[src/rtl/sample_framer.sv]
// Turns each 16-bit averaged reading into a 5-byte frame (header, seq, msb, lsb, xor)
// and feeds it one byte at a time to a UART transmitter through a tx_start/tx_busy handshake.
module sample_framer #(
    parameter logic [7:0]  HEADER = 8'hA5,
    parameter int unsigned GAP    = 0
) (
    input  logic        clk,
    input  logic        reset,
    input  logic        sample_valid,
    input  logic [15:0] sample,
    input  logic        overrun_clr,
    input  logic        tx_busy,
    output logic        tx_start,
    output logic [7:0]  tx_data,
    output logic        frame_busy,
    output logic        overrun,
    output logic [7:0]  seq
);

    typedef enum logic [2:0] {
        IDLE,
        LOAD,
        START,
        WAIT_HI,
        WAIT_LO,
        GAP_WAIT
    } state_t;

    localparam logic [7:0] GAP_LAST = (GAP == 0) ? 8'd0 : 8'(GAP - 1);

    state_t      state_q, state_d;
    logic [2:0]  idx_q, idx_d;
    logic [7:0]  gap_cnt_q, gap_cnt_d;
    logic [15:0] sample_lat_q, sample_lat_d;
    logic [7:0]  seq_lat_q, seq_lat_d;
    logic [7:0]  tx_data_q, tx_data_d;
    logic        frame_busy_q, frame_busy_d;
    logic        overrun_q, overrun_d;
    logic [7:0]  seq_q, seq_d;
    logic [7:0]  byte_sel;
    logic        byte_done;

    always_ff @(posedge clk) begin
        if (!reset) begin
            state_q      <= IDLE;
            idx_q        <= 3'd0;
            gap_cnt_q    <= 8'd0;
            sample_lat_q <= 16'h0000;
            seq_lat_q    <= 8'h00;
            tx_data_q    <= 8'h00;
            frame_busy_q <= 1'b0;
            overrun_q    <= 1'b0;
            seq_q        <= 8'h00;
        end else begin
            state_q      <= state_d;
            idx_q        <= idx_d;
            gap_cnt_q    <= gap_cnt_d;
            sample_lat_q <= sample_lat_d;
            seq_lat_q    <= seq_lat_d;
            tx_data_q    <= tx_data_d;
            frame_busy_q <= frame_busy_d;
            overrun_q    <= overrun_d;
            seq_q        <= seq_d;
        end
    end

    // Frame bytes come from the latched copies so the source may move on after the strobe.
    always_comb begin
        case (idx_q)
            3'd0:    byte_sel = HEADER;
            3'd1:    byte_sel = seq_lat_q;
            3'd2:    byte_sel = sample_lat_q[15:8];
            3'd3:    byte_sel = sample_lat_q[7:0];
            default: byte_sel = seq_lat_q ^ sample_lat_q[15:8] ^ sample_lat_q[7:0];
        endcase
    end

    always_comb begin
        state_d      = state_q;
        idx_d        = idx_q;
        gap_cnt_d    = gap_cnt_q;
        sample_lat_d = sample_lat_q;
        seq_lat_d    = seq_lat_q;
        tx_data_d    = tx_data_q;
        frame_busy_d = frame_busy_q;
        seq_d        = seq_q;
        byte_done    = 1'b0;

        case (state_q)
            IDLE: begin
                if (sample_valid) begin
                    sample_lat_d = sample;
                    seq_lat_d    = seq_q;
                    idx_d        = 3'd0;
                    frame_busy_d = 1'b1;
                    state_d      = LOAD;
                end
            end
            LOAD: begin
                tx_data_d = byte_sel;
                state_d   = START;
            end
            START: begin
                if (!tx_busy) state_d = WAIT_HI;
            end
            WAIT_HI: begin
                if (tx_busy) state_d = WAIT_LO;
            end
            WAIT_LO: begin
                if (!tx_busy) begin
                    if (GAP > 0) begin
                        gap_cnt_d = 8'd0;
                        state_d   = GAP_WAIT;
                    end else begin
                        byte_done = 1'b1;
                    end
                end
            end
            GAP_WAIT: begin
                if (gap_cnt_q == GAP_LAST) byte_done = 1'b1;
                else gap_cnt_d = gap_cnt_q + 8'd1;
            end
            default: state_d = IDLE;
        endcase

        if (byte_done) begin
            if (idx_q < 3'd4) begin
                idx_d   = idx_q + 3'd1;
                state_d = LOAD;
            end else begin
                seq_d        = seq_q + 8'd1;
                frame_busy_d = 1'b0;
                state_d      = IDLE;
            end
        end

        // A strobe outside IDLE is dropped; a simultaneous clear loses to it.
        if (sample_valid && (state_q != IDLE)) overrun_d = 1'b1;
        else if (overrun_clr) overrun_d = 1'b0;
        else overrun_d = overrun_q;
    end

    always_comb begin
        tx_start   = (state_q == START) && !tx_busy;
        tx_data    = tx_data_q;
        frame_busy = frame_busy_q;
        overrun    = overrun_q;
        seq        = seq_q;
    end

endmodule

[config.mk]
export PLATFORM = sky130hd
export DESIGN_NAME = sample_framer
export DESIGN_NICKNAME = d
export VERILOG_FILES = /design/src/rtl/sample_framer.sv
export SDC_FILE = /design/constraint.sdc
export NUM_CORES = 1
export LEC_CHECK = 0
export BUFFER_PORTS_ARGS = -buffer_cell sky130_fd_sc_hd__buf_2
export CORE_AREA = 10 10 85 87
export CTS_CLUSTER_DIAMETER = 40
export DETAILED_ROUTE_END_ITERATION = 16
export DIE_AREA = 0 0 95 97
export HOLD_SLACK_MARGIN = 0.08
export PLACE_DENSITY = 0.67
export SLEW_MARGIN = 20
export SYNTH_ARGS = -nofsm -noshare
export SYNTH_HDL_FRONTEND = slang
export SYNTH_SLANG_ARGS = --single-unit
[constraint.sdc]
create_clock -name clk -period 2.3 [get_ports clk]
set_input_delay 0.46 -clock clk [delete_from_list [all_inputs] [get_ports clk]]
set_output_delay 0.46 -clock clk [all_outputs]
set_load 0.02 [all_outputs]
# Word level (Yosys, flattened, before mapping)
# Cells that the tools add are included.
[totals]
reg_bits = 56
latch_bits = 0
mem_bits_rw = 0
rom_bits = 0
input_bits = 21
output_inout_bits = 19
word_cells = 62
n_memories = 0
[op_classes]
n_addsub = 3
multipliers = 0
n_div = 0
magnitude_cmp = 1
eq_ne = 12
shift = 0
muxes = 20
n_bitwise = 4
reduce_logical = 13
[op_table]
columns = ["cell", "count"]
rows = [
  ["8-bit case mux with 4 select lines", 1],
  ["3-bit two-way mux", 8],
  ["8-bit by 1-bit adder with 8-bit output (second input constant)", 2],
  ["8-bit XOR", 2],
  ["3-bit case mux with 5 select lines", 1],
  ["3-bit by 2-bit equality test with 1-bit output (second input constant)", 4],
  ["1-bit two-way mux", 9],
  ["3-bit != test (second input constant)", 3],
  ["8-bit zero test", 1],
  ["3-bit by 1-bit equality test with 1-bit output (second input constant)", 2],
  ["3-bit equality test (second input constant)", 2],
  ["3-bit zero test", 2],
  ["2-bit AND reduction", 3],
  ["4-bit AND reduction", 1],
  ["3-bit by 1-bit adder with 3-bit output (second input constant)", 1],
  ["3-bit less-than comparator (second input constant)", 1],
  ["3-bit nonzero test", 1],
  ["1-bit logical AND", 2],
  ["2-bit by 1-bit != test with 1-bit output (second input constant)", 1],
  ["1-bit NOT", 2],
  ["1-bit case mux with 2 select lines", 1],
  ["2-bit nonzero test", 1],
  ["2-bit OR reduction", 1],
  ["1-bit zero test", 1],
]

# Logic depth before layout (Yosys ltp)
# Gate-level depths: netlist (run 1).
[logic_depth]
ltp_word = 5
ltp_mapped = 8
mapped_depth_nobuf = 6

# Least setup slack after synthesis (run 1)
# No wires, ideal clock.
[synth_timing]
kind = "reg-to-reg"
from = "register gap_cnt_q[0]"
to = "register seq_q[3] (netlist: seq[3])"
setup_time_ns = 0.070
arrival_time_ns = 1.901
required_time_ns = 2.230
slack_ns = 0.329
path_stages_with_launch = 8
n_path_buf = 1
period_less_slack_ns = 1.971
cell_sequence = "dfxtp_1 > inv_1 > ha_1 > or4b_4 > o22a_1 > buf_6 > or4_1 > a21oi_1"
[synth_between]
elab_chain_cells = 4
[synth_lines]
columns = ["element", "line", "rtl"]
rows = [
  ["start, declared", "33", "logic [7:0] gap_cnt_q, gap_cnt_d;"],
  ["start signal, assigned", "57", "gap_cnt_q <= gap_cnt_d;"],
  ["8-bit zero test", "120", "if (gap_cnt_q == GAP_LAST) byte_done = 1'b1;"],
  ["1-bit two-way mux", "120", ""],
  ["1-bit case mux with 2 select lines", "89", "case (state_q)"],
  ["2-bit AND reduction (no source line)", "--", ""],
  ["end signal, assigned", "63", "seq_q <= seq_d;"],
  ["end, declared", "39", "logic [7:0] seq_q, seq_d;"],
]
# No other way between the ends.
# A chain may end at the register's enable or synchronous reset.

# Worst setup path in the final report (run 1)
# Same ends and word-level chain as after synthesis.

==> results of run 1 <==
## sequential cells by signal, summed over array words and instances, names as in the netlist
name,count
sample_lat_q,16
idx_q,3
tx_data,8
frame_busy,1
overrun,1
state_q,3
seq,8
gap_cnt_q,8
seq_lat_q,8
## cell usage in the layout, fill, tap and decap left out, types with 2 or more instances in the layout
cell type  count
o21ai_0       21
a222oi_1       5
and3_1         4
a21oi_1       44
nand4_1        4
or4_1          5
nor3_1         4
o22ai_1        2
nor2b_1        3
nand3_1        7
a211oi_1       4
buf_4         12
nand2b_1       6
o311ai_0       2
inv_1         11
xnor2_1       12
a311oi_1       3
xor2_1         7
nor2_1        20
ha_1           7
mux2i_1        3
and2_1         2
o31ai_1        4
buf_2         39
or3_1          3
dfxtp_1       56
bufinv_16      3
clkbuf_8       5
nand2_1       56
o41ai_1        2
a22oi_1        3
## cell families after synthesis
group / synth area share (%)
muxes: 1.10
DFF: 41.2
xor gates and xnor gates: 6.12
buffers and inverters: 4.97
AOI/OAI and AO/OA: 21.7
adders and majority gates: 3.22
and+or+nand+nor: 21.6
## worst max path at each step
stage,startpoint,to,slack (ns),cells after the start
2_1_floorplan,gap_cnt_q[0],seq[3],0.33,7
3_3_place_gp,gap_cnt_q[0],seq[3],0.13,6
3_5_place_dp,gap_cnt_q[0],seq[3],0.09,6
4_1_cts,gap_cnt_q[0],seq[3],0.07,6
5_1_grt,gap_cnt_q[0],seq[3],0.08,6
6_report,gap_cnt_q[0],seq[3],0.18,6
## critical path, cell delays in order, from the launching register on
cell,delay [ns]
dfxtp_1,0.35
inv_1,0.06
ha_1,0.14
or4b_4,0.47
o22a_2,0.35
or4_1,0.53
a21oi_1,0.15
## per-layer routing
metal	track usage, %	vias to the layer above	share of wire (%)
met4	4.00	0	1.1
li1	-	1269	-
met1	18.4	1141	47
met5	0	-	0
met2	22.1	61	46
met3	3.86	9	5.5
## per-stage QoR
stage,cells,setup WS [ns],total power [uW],hold WS (ns),cell area (um2)
final,447,0.178,2840,0.369,3160
after global routing,447,0.0791,3020,0.376,3160
after CTS,447,0.0665,2870,0.360,3160
after detailed placement,439,0.0887,2000,0.466,3000
after global placement,439,0.133,1990,0.460,3000
after floorplan,338,0.329,1760,0.446,2720
## area by class of cell
type                    instances  area (um2)  share of cell area (%)
multi-input cells             248        1460                    46.3
flip-flops and latches         56        1120                    35.4
repair buffers                 51         285                    9.02
clock inverters                 3        90.1                    2.85
well taps                      72        90.1                    2.85
clock buffers                   5        68.8                    2.17
inverters                      12        45.0                    1.42
## power groups by stage
| stage | registers, uW | logic [uW] | clock network [uW] |
|---|---|---|---|
| floorplan | 1250 | 510 | 0 |
| global placement | 1190 | 798 | 0 |
| detailed placement | 1190 | 807 | 0 |
| CTS | 1170 | 812 | 887 |
| global route | 1190 | 902 | 925 |
| finish | 1170 | 804 | 868 |
==> summary.md, run 1 <==
| Metric | Value |
|---|---|
| Post-cts resize count | 0 |
| Area Overhead vs Synth | 16.4% |
| Yosys top cell area share | about two fifths |
| Required @ worst endpoint | ~2.5 ns |
| Prevailing post-synth register cell | dfxtp_1 |
| Leak | 0.00125 uW |
| Final Skew | slightly above 0.01 ns |
| Pint | between 1500 and 2000 uW |
| Initial antenna violation count | 0 |
| Total Die Area | slightly above 9000 um2 |
| Setup_tns | 0 ns |
| Worst Setup Path Type | reg -> reg |
| Hold path endpoint | sample_lat_q[0] |
| I/O pin cnt | 40 |
| Total vias in the final route | around 2500 |
| DIE WIDTH | 95 um |
| DRT antenna net count | 0 |
| Clock latency on the worst-skew pair | approximately 0.32 ns |
| Clock Sinks | 56 |
| CP Launch Type | register |
| Reg2reg setup slack | between 0.15 and 0.2 ns |
| Synth top area cells | dfxtp_1 (41%), a21oi_1 (8.1%), nand2_1 (7.7%), o21ai_0 (3.9%), xnor2_1 (3.9%) |
| Sw Share | a little under a third |
| Root buf cell | clkbuf_8 |
| DR WL/cell | approximately 14 um |
| Num rows | 27 |
| Worst Hold Launch | sample[0] |
| Core Region | ~5500 um2 |
| Initial Util | 49.7% |
| Setup violators final | 0 |
| Post-synth cell types | 46 |
| Min Clock Period, post-route | roughly 2.1 ns |
| RSZ-0062 raised after global routing | false |
| Number of synthesized flops with an enable pin | 0 |
| Violation count after the first detailed-route iteration | approximately 120 |
| Final Hold Viols | 0 |
| WHS Path Cells | 3 |
| Placer congestion estimate | approximately 0.86 |
| Post-CTS Setup Inserts | 0 |
| Crit path DAT | 2.36 ns |
| WL final | around 6400 um |
| H-tree depth | 2 |
| Worst flop-to-flop path startpoint | gap_cnt_q[0] |
| Worst-margin pin slew | about 0.54 ns |
| Status | complete, no violations |
| Mapped cell area | 2720 um2 |
| Worst VDD drop | 0.522 mV |
| Async SR Flop Fraction | 0% |
| Post-synth top cells | dfxtp_1 (56), nand2_1 (56), a21oi_1 (44) |
| Clk pwr share | 30.5% |
| Hold_buf cts | 0 |
| DP HPWL | roughly 4700 um |
| Global Route Usage Sum | between 10% and 20% |
| Clock buffer depth | 2 |
| CTS clk-pin slew, worst paths | ~0.10 ns |
| Power density of the placed cells | between 800 and 900 nW/um2 |
| Synth Instances | between 300 and 400 |
| Syn. warnings | 0 |
| Synth Area per Inst | between 8 and 9 um2 |
| Fin crit share | 92.3% |
| Largest net degree at the start of global routing | 20 |
| Max_slew headroom | a little under two thirds |
| Share of cells above drive strength 1 | roughly 16% |
| Avg Vias per Cell | approximately 5.5 |
| Number of global-route vias before repair | ~2300 |
| R2R cell count | 6 |
| Fmax | 471 MHz |
| Worst hold path type | in -> reg |
| Worst r2r dst | seq[3] |
| Power share of the combinational group | 28.3% |
| Port Buf Inserts | 39 |
| Synth area leader | dfxtp_1 |
| Maxcap violations | 0 |
| CTS tree | built |
| Die height | ~97 um |
| Critical Path End Type | register |
| Num CTS Buffers | 5 |
| Switch Pwr | just over 900 uW |
| DR pass1 iterations | 5 |
| N_diodes | 0 |
| Nets | 402 |
| Post-synth net total | ~370 |
| Fin. max-slew vios | 0 |
| Final Core Density | around 58% |
| DRC violations left | 0 |
| Fillcell total | 524 |
| GRT Residual Overflow | 0 |
| Global-route wire length before repair | around 11000 um |
| Sequential fraction of design power | between 40 and 50% |
| Yosys reg bits | 56 |
| Register area share after synthesis | just over 40% |
| CP Max Fanout | 19 |
No activity file was read; power rests on OpenSTA's default activity.
==> run 2: changes to the inputs <==
- CORE_AREA: 10 10 85 87 -> 10 10 94 96
- DIE_AREA: 0 0 95 97 -> 0 0 104 106
- GPL_TIMING_DRIVEN: default -> 0
- PLACE_DENSITY: 0.67 -> 0.57
- clock period: 2.3 -> 1.8 ns (I/O delays scaled with it)
==> run 2 against run 1 <==
The run now ends with setup timing left; combinational power rose by 43%; design area rose by 4.7%; clock power fell by 17%; first-iteration DRC count fell by 11%; critical endpoint is now seq[2]; utilization fell by 11 points; power rose by 19%.
==> summary.md, run 2 (synthesized netlist as in run 1, its figures left out) <==
| Metric | Value |
|---|---|
| Status | finished, violations left |
| Failing checks | setup timing |
| Final Skew | around 0.0043 ns |
| Fmax | roughly 500 MHz |
| Maxcap violations | 0 |
| Slowest CP cell | or4_4 |
| Worst flop-to-flop path startpoint | gap_cnt_q[0] |
| Placer congestion estimate | 0.797 |
| CTS clk-pin slew, worst paths | about 0.090 ns |
| Worst-path cell chain | inv_4 -> ha_4 -> or4b_4 -> o22a_1 -> buf_6 -> or4_4 -> a21oi_2 |
| Switch Pwr | around 1200 uW |
| DR WL/cell | 15.5 um |
| Total vias in the final route | 2546 |
| Avg Vias per Cell | 5.23 |
| Sw Share | 36.6% |
| Post-route cell area | about 3300 um2 |
| Clock latency on the worst-skew pair | ~0.31 ns |
| GRT Residual Overflow | 0 |
| Clk pwr share | a little over a fifth |
| Worst Hold Launch | sample[15] |
| Critical Path End Type | register |
| Placed cell area | a little over 3000 um2 |
| Largest Register | sample_lat_q |
| Global Route Usage Sum | between 10% and 20% |
| Die height | between 100 and 150 um |
| Global-route wire length before repair | 12400 um |
| Fin. max-slew vios | 0 |
| Min Clock Period, post-route | roughly 2 ns |
| Leak | between 0.001 and 0.0015 uW |
| Required @ worst endpoint | about 2.1 ns |
| DP HPWL | ~5400 um |
| CP Max Fanout | 5 |
| N_diodes | 0 |
| Total Die Area | around 11000 um2 |
| RSZ-0062 raised after global routing | true |
| Clock Sinks | 56 |
| Fillcell total | around 750 |
| Port Buf Inserts | 39 |
| Core Region | just over 7000 um2 |
| Largest net degree at the start of global routing | 16 |
| WHS Path Cells | 3 |
| WL final | ~7500 um |
| Commonest cells after routing, fill and taps aside | nand2_1 (54), dfxtp_1 (52), a21oi_1 (41), buf_2 (41) |
| DRC violations left | 0 |
| H-tree depth | 2 |
| Sequential fraction of design power | around 45% |
| Num CTS Buffers | 5 |
| Setup_tns | -1.42 ns |
| Worst hold path type | in -> reg |
| CP Launch Type | register |
| Number of global-route vias before repair | between 2000 and 3000 |
| CTS tree | built |
| Worst-margin pin slew | between 0.6 and 0.7 ns |
| Delay of the slowest critical-path stage | 0.47 ns |
| Clock buffer depth | 2 |
| Num rows | 31 |
| DR pass1 iterations | 4 |
| Final Hold Viols | 0 |
| Final setup margin | -0.196 ns |
| Crit. Startpoint | gap_cnt_q[0] |
| Setup violators final | 12 |
| DP Worst Slack | -0.254 ns |
| Pint | ~2100 uW |
| Initial antenna violation count | 0 |
| DIE WIDTH | 104 um |
| Worst Setup Path Type | reg -> reg |
| Power share of the combinational group | between 30% and 40% |
| Nets | 415 |
| Worst VDD drop | 0.565 mV |
| Violation count after the first detailed-route iteration | approximately 100 |
| Most common cell after layout, fill and taps aside | nand2_1 |
| Max_slew headroom | 55.4% |
| Fin crit share | 111% |
| Flip-flop count of the largest register after layout | 16 |
| Share of cells above drive strength 1 | roughly 23% |
| Power density of the placed cells | around 1000 nW/um2 |
| I/O pin cnt | 40 |
| Area Overhead vs Synth | 21.9% |
| R2R cell count | 7 |
| DRT antenna net count | 0 |
| Root buf cell | clkbuf_8 |
| Initial Util | approximately two fifths |
| Crit path DAT | between 2 and 2.5 ns |
## run 2: power groups by stage
stage / combinational (uW) / sequential (uW) / clock, uW
after CTS: 1130 / 1510 / 748
final: 1150 / 1510 / 717
after detailed placement: 1050 / 1540 / 0
after global routing: 1270 / 1530 / 797
after global placement: 1050 / 1530 / 0
after floorplan: 661 / 1600 / 0
## run 2: metal layers
metal  wire length [um]  share of wire [%]  GRT usage, %
met5                  0                  0             0
met4                108                1.4          4.77
met3                320                4.3          3.08
met2               3560                 47          22.5
met1               3540                 47          16.7
## run 2: cell type report
type	instances	area, um2	area share (%)
inverter	12	47.5	1.44
sequential	56	1130	34.1
timing repair buffer	45	238	7.18
multi-input combinational	248	1580	47.7
buffer	19	103	3.10
clock buffer	8	90.1	2.72
tap	99	124	3.74
## run 2: what timing repair did
action | CTS | global route
setup endpoints to repair | 35 | 42
hold buffers | 0 | 0
buffers inserted | 5 | 0
resized for setup | 24 | 28
gates cloned | 1 | 0
pin swaps | 4 | 4
## run 2: path summary, 6_finish.rpt
check | end | slack, ns
worst max register to register | seq[2] | -0.20
worst min register to register | overrun | 0.47
worst min-delay path | sample_lat_q[15] | 0.27
worst max-delay path | seq[2] | -0.20
## run 2: worst max-delay path, delay by kind of cell (launching register included)
family / cells / cell delay (ns)
buffers and inverters: 2 / 0.20
and+or+nand+nor: 2 / 0.92
adders and majority gates: 1 / 0.12
AOI/OAI and AO/OA: 2 / 0.32
DFF: 1 / 0.36
## run 2: metrics by stage
stage / std cells / hold slack [ns] / util, % / total power (uW)
4_1_cts: 488 / 0.267 / 46.1 / 3390
3_3_place_gp: 476 / 0.463 / 43.2 / 2580
2_1_floorplan: 338 / 0.446 / - / 2260
3_5_place_dp: 476 / 0.462 / 43.2 / 2580
6_report: 487 / 0.274 / 46.9 / 3370
5_1_grt: 487 / 0.264 / 46.9 / 3600
